### src/rtl/alu_flag_branch_if.sv
// alu_flag_branch_if: ALU flag capture, branch request and resolution signals between EX and the flag/branch unit
interface alu_flag_branch_if;
    logic        i_alu_vld;
    logic [2:0]  i_alu_op;
    logic        i_z_in;
    logic        i_ov_in;
    logic        i_n_in;
    logic        i_br_vld;
    logic [2:0]  i_br_cond;
    logic [15:0] i_br_pc;
    logic [8:0]  i_br_off;
    logic        i_stall;
    logic        i_flush;
    logic        i_cnt_clr;
    logic        o_z;
    logic        o_ov;
    logic        o_n;
    logic        o_resolve_vld;
    logic        o_take;
    logic [15:0] o_tgt;
    logic [15:0] o_taken_cnt;

    modport slave (
        input  i_alu_vld, i_alu_op, i_z_in, i_ov_in, i_n_in,
        input  i_br_vld, i_br_cond, i_br_pc, i_br_off,
        input  i_stall, i_flush, i_cnt_clr,
        output o_z, o_ov, o_n, o_resolve_vld, o_take, o_tgt, o_taken_cnt
    );

    modport master (
        output i_alu_vld, i_alu_op, i_z_in, i_ov_in, i_n_in,
        output i_br_vld, i_br_cond, i_br_pc, i_br_off,
        output i_stall, i_flush, i_cnt_clr,
        input  o_z, o_ov, o_n, o_resolve_vld, o_take, o_tgt, o_taken_cnt
    );
endinterface

### src/rtl/alu_flag_branch.sv
// alu_flag_branch: committed ALU flags, registered branch resolution and saturating taken-branch counter
module alu_flag_branch (
    input logic              i_clk,
    input logic              i_rst_n,
    alu_flag_branch_if.slave bus
);
    logic        r_z, r_ov, r_n, r_resolve_vld, r_take;
    logic [15:0] r_tgt, r_taken_cnt;
    logic        w_ex, w_alu_go, w_br_go, w_ld_zn, w_ld_ov, w_cond, w_inc;
    logic [7:0]  w_cond_vec;
    logic [15:0] w_tgt;

    assign w_ex     = !bus.i_stall && !bus.i_flush;
    assign w_alu_go = bus.i_alu_vld && w_ex;
    assign w_br_go  = bus.i_br_vld && w_ex;
    assign w_ld_ov  = bus.i_alu_op[2:1] == 2'b00;
    assign w_ld_zn  = !(bus.i_alu_op[2] && bus.i_alu_op[1]);
    // Bit k is the outcome of condition code k, evaluated on the committed (old) flags
    assign w_cond_vec = {1'b1, r_ov, r_n | r_z, r_z | !r_n, r_n, !r_z && !r_n, r_z, !r_z};
    assign w_cond     = w_cond_vec[bus.i_br_cond];
    assign w_tgt      = bus.i_br_pc + {{7{bus.i_br_off[8]}}, bus.i_br_off};
    assign w_inc      = w_br_go && w_cond && (r_taken_cnt != 16'hFFFF);

    always_ff @(posedge i_clk or negedge i_rst_n) begin
        if (!i_rst_n) begin
            r_z           <= 1'b0;
            r_ov          <= 1'b0;
            r_n           <= 1'b0;
            r_resolve_vld <= 1'b0;
            r_take        <= 1'b0;
            r_tgt         <= 16'h0000;
            r_taken_cnt   <= 16'h0000;
        end else begin
            if (w_alu_go && w_ld_zn) begin
                r_z <= bus.i_z_in;
                r_n <= bus.i_n_in;
            end
            if (w_alu_go && w_ld_ov)
                r_ov <= bus.i_ov_in;
            r_resolve_vld <= w_br_go;
            if (w_br_go) begin
                r_take <= w_cond;
                r_tgt  <= w_tgt;
            end
            r_taken_cnt <= bus.i_cnt_clr ? 16'h0000 : w_inc ? r_taken_cnt + 16'd1 : r_taken_cnt;
        end
    end

    assign bus.o_z           = r_z;
    assign bus.o_ov          = r_ov;
    assign bus.o_n           = r_n;
    assign bus.o_resolve_vld = r_resolve_vld;
    assign bus.o_take        = r_take;
    assign bus.o_tgt         = r_tgt;
    assign bus.o_taken_cnt   = r_taken_cnt;
endmodule
### src/flat_wrapper.sv
// flat-port wrapper written by rule: the top's interface ports become plain ports
module alu_flag_branch_flat 
  (i_clk, i_rst_n, bus_i_alu_vld, bus_i_alu_op, bus_i_z_in, bus_i_ov_in, bus_i_n_in, bus_i_br_vld, bus_i_br_cond, bus_i_br_pc, bus_i_br_off, bus_i_stall, bus_i_flush, bus_i_cnt_clr, bus_o_z, bus_o_ov, bus_o_n, bus_o_resolve_vld, bus_o_take, bus_o_tgt, bus_o_taken_cnt);
  alu_flag_branch_if bus_i ();
  input logic i_clk;
  input logic i_rst_n;
  input wire logic [$bits(bus_i.i_alu_vld)-1:0] bus_i_alu_vld;
  input wire logic [$bits(bus_i.i_alu_op)-1:0] bus_i_alu_op;
  input wire logic [$bits(bus_i.i_z_in)-1:0] bus_i_z_in;
  input wire logic [$bits(bus_i.i_ov_in)-1:0] bus_i_ov_in;
  input wire logic [$bits(bus_i.i_n_in)-1:0] bus_i_n_in;
  input wire logic [$bits(bus_i.i_br_vld)-1:0] bus_i_br_vld;
  input wire logic [$bits(bus_i.i_br_cond)-1:0] bus_i_br_cond;
  input wire logic [$bits(bus_i.i_br_pc)-1:0] bus_i_br_pc;
  input wire logic [$bits(bus_i.i_br_off)-1:0] bus_i_br_off;
  input wire logic [$bits(bus_i.i_stall)-1:0] bus_i_stall;
  input wire logic [$bits(bus_i.i_flush)-1:0] bus_i_flush;
  input wire logic [$bits(bus_i.i_cnt_clr)-1:0] bus_i_cnt_clr;
  output wire logic [$bits(bus_i.o_z)-1:0] bus_o_z;
  output wire logic [$bits(bus_i.o_ov)-1:0] bus_o_ov;
  output wire logic [$bits(bus_i.o_n)-1:0] bus_o_n;
  output wire logic [$bits(bus_i.o_resolve_vld)-1:0] bus_o_resolve_vld;
  output wire logic [$bits(bus_i.o_take)-1:0] bus_o_take;
  output wire logic [$bits(bus_i.o_tgt)-1:0] bus_o_tgt;
  output wire logic [$bits(bus_i.o_taken_cnt)-1:0] bus_o_taken_cnt;
  assign bus_i.i_alu_vld = bus_i_alu_vld;
  assign bus_i.i_alu_op = bus_i_alu_op;
  assign bus_i.i_z_in = bus_i_z_in;
  assign bus_i.i_ov_in = bus_i_ov_in;
  assign bus_i.i_n_in = bus_i_n_in;
  assign bus_i.i_br_vld = bus_i_br_vld;
  assign bus_i.i_br_cond = bus_i_br_cond;
  assign bus_i.i_br_pc = bus_i_br_pc;
  assign bus_i.i_br_off = bus_i_br_off;
  assign bus_i.i_stall = bus_i_stall;
  assign bus_i.i_flush = bus_i_flush;
  assign bus_i.i_cnt_clr = bus_i_cnt_clr;
  assign bus_o_z = bus_i.o_z;
  assign bus_o_ov = bus_i.o_ov;
  assign bus_o_n = bus_i.o_n;
  assign bus_o_resolve_vld = bus_i.o_resolve_vld;
  assign bus_o_take = bus_i.o_take;
  assign bus_o_tgt = bus_i.o_tgt;
  assign bus_o_taken_cnt = bus_i.o_taken_cnt;
  alu_flag_branch u_core (.i_clk(i_clk), .i_rst_n(i_rst_n), .bus(bus_i));
endmodule
### config.mk
export PLATFORM = sky130hd
export DESIGN_NAME = alu_flag_branch_flat
export DESIGN_NICKNAME = d
export VERILOG_FILES = /design/src/rtl/alu_flag_branch_if.sv /design/src/rtl/alu_flag_branch.sv /design/src/flat_wrapper.sv
export SDC_FILE = /design/constraint.sdc
export NUM_CORES = 1
export LEC_CHECK = 0
export ABC_AREA = 0
export CAP_MARGIN = 0
export CORE_MARGIN = 2
export CORE_UTILIZATION = 46
export CTS_BUF_LIST = sky130_fd_sc_hd__clkbuf_16
export CTS_CLUSTER_SIZE = 14
export DETAILED_ROUTE_END_ITERATION = 16
export PLACE_DENSITY = 0.76
export SYNTH_ARGS = -nofsm -noshare
export SYNTH_HDL_FRONTEND = slang
export SYNTH_SLANG_ARGS = --single-unit
### constraint.sdc
create_clock -name i_clk -period 3.55 [get_ports i_clk]
set_input_delay 0.355 -clock i_clk [delete_from_list [all_inputs] [get_ports i_clk]]
set_output_delay 0.355 -clock i_clk [all_outputs]
set_load 0.03 [all_outputs]
# [Word-level counts from Yosys, hierarchy flattened]
# Cells that the tools add are included.
[word_totals] regBits=37
[classes] order_cmp=1 n_addsub=2 eq_ne=1 reduce_logical=16 bitwise_logic=2 muxes=4
[ops] op="$mux W16" n=2
[ops] op="$add A16 B1 Y16 const B" n=1
[ops] op="$add A16 B16 Y16" n=1
[ops] op="$ne A16 B16 Y1 const B" n=1
[ops] op="$logic_and A1 B1 Y1" n=9
[ops] op="$logic_not A1 Y1" n=5
[ops] op="$lt A3 B4 Y1 const B" n=1
[ops] op="$bmux W1 S3" n=1
[ops] op="$logic_not A2 Y1" n=1
[ops] op="$or A1 B1 Y1" n=2
[ops] op="$reduce_bool A2 Y1" n=1
[ops] op="$mux W1" n=1

# [Longest topological paths before layout]
[depth] depth_word=8 mapped_depth=8 mapped_depth_nobuf=7

# [Worst setup path after synthesis]
# OpenSTA, ideal clock, no wires.
[synth_path] path_type="reg-to-reg" from="register u_core.r_n, in the netlist u_core.bus.o_n" to="register u_core.r_taken_cnt[6], in the netlist u_core.bus.o_taken_cnt[6]" stages_incl_launch_ff=8 arrival_time_ps=2073 path_slack_ps=1352 path_cell_list="dfrtp_1 a211oi_1 a211oi_1 or4_1 buf_2 buf_6 nor3_1 mux2_2"
[synth_between] elab_chain_cells=7 elab_cells_between_ends=9 cone_classes="mux (2); bitwise (2); reduce/logical (5)"
[synth_lines] item="start: declaration" line_no="alu_flag_branch.sv:7" source="logic r_z, r_ov, r_n, r_resolve_vld, r_take;"
[synth_lines] item="start signal: assignment" line_no="alu_flag_branch.sv:36" source="r_n <= bus.i_n_in;"
[synth_lines] item="$logic_not A1 Y1" line_no="alu_flag_branch.sv:19" source="assign w_cond_vec = {1'b1, r_ov, r_n | r_z, r_z | !r_n, r_n, !r_z && !r_n, r_z, !r_z};"
[synth_lines] item="$or A1 B1 Y1 or $logic_and A1 B1 Y1 (tied branches)" line_no="alu_flag_branch.sv:19"
[synth_lines] item="$bmux W1 S3 *" line_no="alu_flag_branch.sv:20" source="assign w_cond = w_cond_vec[bus.i_br_cond];"
[synth_lines] item="$mux W1 (not written as such) *" line_no="alu_flag_branch.sv:20"
[synth_lines] item="$logic_and A1 B1 Y1 * (2 in a row)" line_no="alu_flag_branch.sv:22" source="assign w_inc = w_br_go && w_cond && (r_taken_cnt != 16'hFFFF);"
[synth_lines] item="$reduce_bool A2 Y1 (no line) *"
[synth_lines] item="end signal: assignment" line_no="alu_flag_branch.sv:45" source="r_taken_cnt <= bus.i_cnt_clr ? 16'h0000 : w_inc ? r_taken_cnt + 16'd1 : r_taken_cnt;"
[synth_lines] item="end: declaration" line_no="alu_flag_branch.sv:8" source="logic [15:0] r_tgt, r_taken_cnt;"
# Mark *: on every way between the ends. The rest lies on a longest branch, timed or not. The select of a mux whose other input is x is not followed.
# A chain may end at the register's enable or synchronous reset.

# [Worst setup path in the final report]
[layout_path] from="input port bus_i_br_cond[1]" to="register u_core.r_taken_cnt[12], in the netlist u_core.bus.o_taken_cnt[12]"
[layout_between] elab_chain_cells=5
[layout_lines] item="start: declaration" line_no="flat_wrapper.sv:13" source="input wire logic [$bits(bus_i.i_br_cond)-1:0] bus_i_br_cond;"
[layout_lines] item="$bmux W1 S3" line_no="alu_flag_branch.sv:20"
[layout_lines] item="$mux W1 (not written as such)" line_no="alu_flag_branch.sv:20"
[layout_lines] item="$logic_and A1 B1 Y1 (2 in a row)" line_no="alu_flag_branch.sv:22"
[layout_lines] item="$reduce_bool A2 Y1 (no line)"
# Every way passes these cells. The select of a mux whose other input is x is not followed.

==> run_results.csv <==
group,metric,value,unit
sta,fmax,0.369,GHz
logic_synthesis,synthCells,263,
finish,fin_nets,394,
detailed_routing,antenna_left,0,
cts,postCtsHoldBufs,0,
global_route,grt_start_max_net_pins,38,
placed_design,dpl-instance-area,3250,um^2
global_route,grt_pass1_vias,2187,
logic_synthesis,avgSynthCellArea,9.37,um^2
cts,clk_pin_slew,50,ps
finish,fin_area,3380,um^2
logic_synthesis,yosysTopAreaCellShare,37.6,%
setup_path,worst-path-buf-inv,1,
setup_path,crit_type,"in2reg",
global_route,gr-usage-all-layers,19.7,%
logic_synthesis,synth_warnings,0,
power,ir_drop,0.252,mV
placed_design,globalplace.congestion,0.876,
setup_path,cp.arrival,2880,ps
cts,ctsResizeCount,0,
detailed_routing,via_count,2276,
sta,worstMarginPinSlew,838,ps
setup_path,crit_fanout,28,
global_route,grt_antenna_before_repair,0,
placed_design,portBuffers,76,
global_route,grt-ovfl-total,0,
detailed_routing,wl_per_cell,13.8,um
run,maxCapViolations,0,
logic_synthesis,synth_cell_types,54,
sta,fin_crit_sh,76.4,%
power,p_leak,0.00140,uW
logic_synthesis,netlist_area,2460,um^2
floorplan,ios,78,
cts,clk_path_buf_depth,2,
finish,area_growth_syn_to_layout,37.4,%
setup_path,crit_required,3710,ps
power,power.density,413,nW/um^2
detailed_routing,dr.pass1.iters,5,
cts,post-cts-setup-buffer-count,0,
power,power.total,1400,uW
global_route,grt_first_pass_wirelength,9.70,mm
setup_path,crit_family,"simple AND/OR/NAND/NOR gates",
logic_synthesis,synth_most_common_cell,"dfrtp_1",
setup_path,critPathMaxStageDelay,850,ps
run_status,outcome,"complete, no violations",
logic_synthesis,synth-seq-area-share,37.6,%
logic_synthesis,ys_top_cells_by_count,"dfrtp_1 (37), nand2_1 (29), o21ai_0 (19)",
detailed_routing,finalWirelength,5.60,mm
sta,rsz0062_at_grt,"false",
cts,clkLatencyLatePin,280,ps
setup_path,cp_common_cell,"a211oi_1",
sta,period_minus_slack,2710,ps
floorplan,floorplan.die_area,5960,um^2
floorplan,rows,26,
logic_synthesis,yosys.area.top_type,"dfrtp_1",
logic_synthesis,syn-num-nets,321,
cts,tritoncts,"done",
setup_path,crit_slowest_cell,"or4_1",
logic_synthesis,synth_async_sr_flop_share,100,%
cts,clock-sinks,37,
finish,drive_gt1_share,6.82,%
sta,slew_headroom,43.9,%
sta,setup_tns,0,ps
floorplan,coreArea,5140,um^2
setup_path,crit_chain,"clkdlybuf4s50_1, a211oi_1, a211oi_1, or4_1, nor4_1, mux2_2",
placed_design,dp_hpwl,4.22,mm
setup_path,crit_path_start_kind,"primary input",
setup_path,end_kind,"register",
floorplan,initial_core_util,47.9,%
logic_synthesis,synth_area_leaders,"dfrtp_1 (38%), ha_1 (8.1%), nand2_1 (4.4%)",
detailed_routing,drt_iter0_markers,106,
sta,hold_viol_final,0,
sta,skew,2.52,ps
cts,cts_buffers,5,
logic_synthesis,synth_enable_flop_cells,0,
detailed_routing,drc,0,
cts,clock-root-buffer,"clkbuf_16",
sta,setup_viol,0,
detailed_routing,vias_per_cell,5.59,
cts,htreeDepth,2,
floorplan,die_y,77.2,um
min_path,hold_path.class,"in2async",
logic_synthesis,ys_ff_latch,37,
sta,slew_viol_final,0,
floorplan,die_x,77.2,um
finish,antennaDiodeCount,0,
logic_synthesis,synth_flop_cell,"dfrtp_1",
==> cell families (layout without fill, tap and decap cells) <==
| logic type | Yosys count | after routing | synth area share, % |
|---|---|---|---|
| adders and majority gates | 17 | 17 | 8.94 |
| xor gates and xnor gates | 9 | 9 | 3.20 |
| muxes | 9 | 9 | 4.11 |
| and+or+nand+nor | 96 | 96 | 20.8 |
| AOI/OAI and AO/OA | 80 | 80 | 22.0 |
| DFF | 37 | 37 | 37.6 |
| buffers and inverters | 15 | 89 | 3.40 |
==> power by group <==
| part | internal, uW | switching (uW) | total [uW] |
|---|---|---|---|
| combinational | 211 | 252 | 464 |
| sequential | 476 | 37.8 | 514 |
| clock | 255 | 165 | 419 |
==> state kept, by name, summed over array words and instances, names as in the netlist <==
name and cells:
u_core.bus.o_take 1, u_core.bus.o_n 1, u_core.bus.o_taken_cnt 16, u_core.bus.o_resolve_vld 1
u_core.bus.o_ov 1, u_core.bus.o_z 1, u_core.bus.o_tgt 16
==> per-stage QoR <==
| stage | hold WS, ps | utilization [%] | setup slack (ps) | cells |
|---|---|---|---|---|
| after floorplan | 59.4 | - | 1350 | 263 |
| after global routing | 248 | 65.8 | 682 | 407 |
| after CTS | 208 | 65.8 | 865 | 407 |
| after detailed placement | 463 | 63.1 | 576 | 399 |
| final | 169 | 65.8 | 837 | 407 |
| after global placement | 461 | 63.1 | 663 | 399 |
==> final timing paths <==
| path | startpoint | end | slack (ps) | cells after the start |
|---|---|---|---|---|
| setup / recovery | bus_i_br_cond[1] | u_core.bus.o_taken_cnt[12]$_DFFE_PN0P_ | 840 | 6 |
| hold / removal | i_rst_n | u_core.bus.o_taken_cnt[6]$_DFFE_PN0P_ | 170 | 1 |
| setup reg to reg | u_core.bus.o_n$_DFFE_PN0P_ | u_core.bus.o_taken_cnt[12]$_DFFE_PN0P_ | 980 | 5 |
| hold reg to reg | u_core.bus.o_tgt[0]$_DFFE_PN0P_ | u_core.bus.o_tgt[0]$_DFFE_PN0P_ | 470 | 2 |
| max in group asynchronous | i_rst_n | u_core.bus.o_tgt[0]$_DFFE_PN0P_ | 2860 | 1 |
| min in group i_clk | u_core.bus.o_tgt[0]$_DFFE_PN0P_ | u_core.bus.o_tgt[0]$_DFFE_PN0P_ | 470 | 2 |
==> routing by layer <==
layer	part of all wire (%)	vias to the layer above	global-route usage, %
li1	-	1143	-
met1	45	1079	24.3
met2	50	48	34.7
met3	3.6	6	4.12
met4	1.0	0	5.36
met5	0	-	0
==> placed cells by master (no fill, tap or decap), types with 3 or more instances in the layout <==
| cell | n |
|---|---|
| clkdlybuf4s50_1 | 75 |
| a21o_1 | 9 |
| dfrtp_1 | 37 |
| nand4_1 | 3 |
| nor3_1 | 5 |
| o31ai_1 | 6 |
| a21oi_1 | 16 |
| nand3_1 | 13 |
| nor2_1 | 12 |
| nand2_1 | 29 |
| mux2_2 | 8 |
| or3_1 | 4 |
| nor2b_1 | 5 |
| inv_1 | 5 |
| ha_1 | 16 |
| or4_1 | 8 |
| o21ai_0 | 19 |
| clkbuf_16 | 5 |
| a211oi_1 | 7 |
| o211ai_1 | 5 |
| xor2_1 | 7 |
==> area by class of cell <==
type	count	area [um^2]
inverters	4	15.0
flip-flops and latches	37	926
repair buffers	77	763
clock buffers	5	125
multi-input cells	211	1450
clock inverters	3	13.8
fillers	471	1760
well taps	70	87.6
Note: power is estimated with default switching activity, not from simulation.
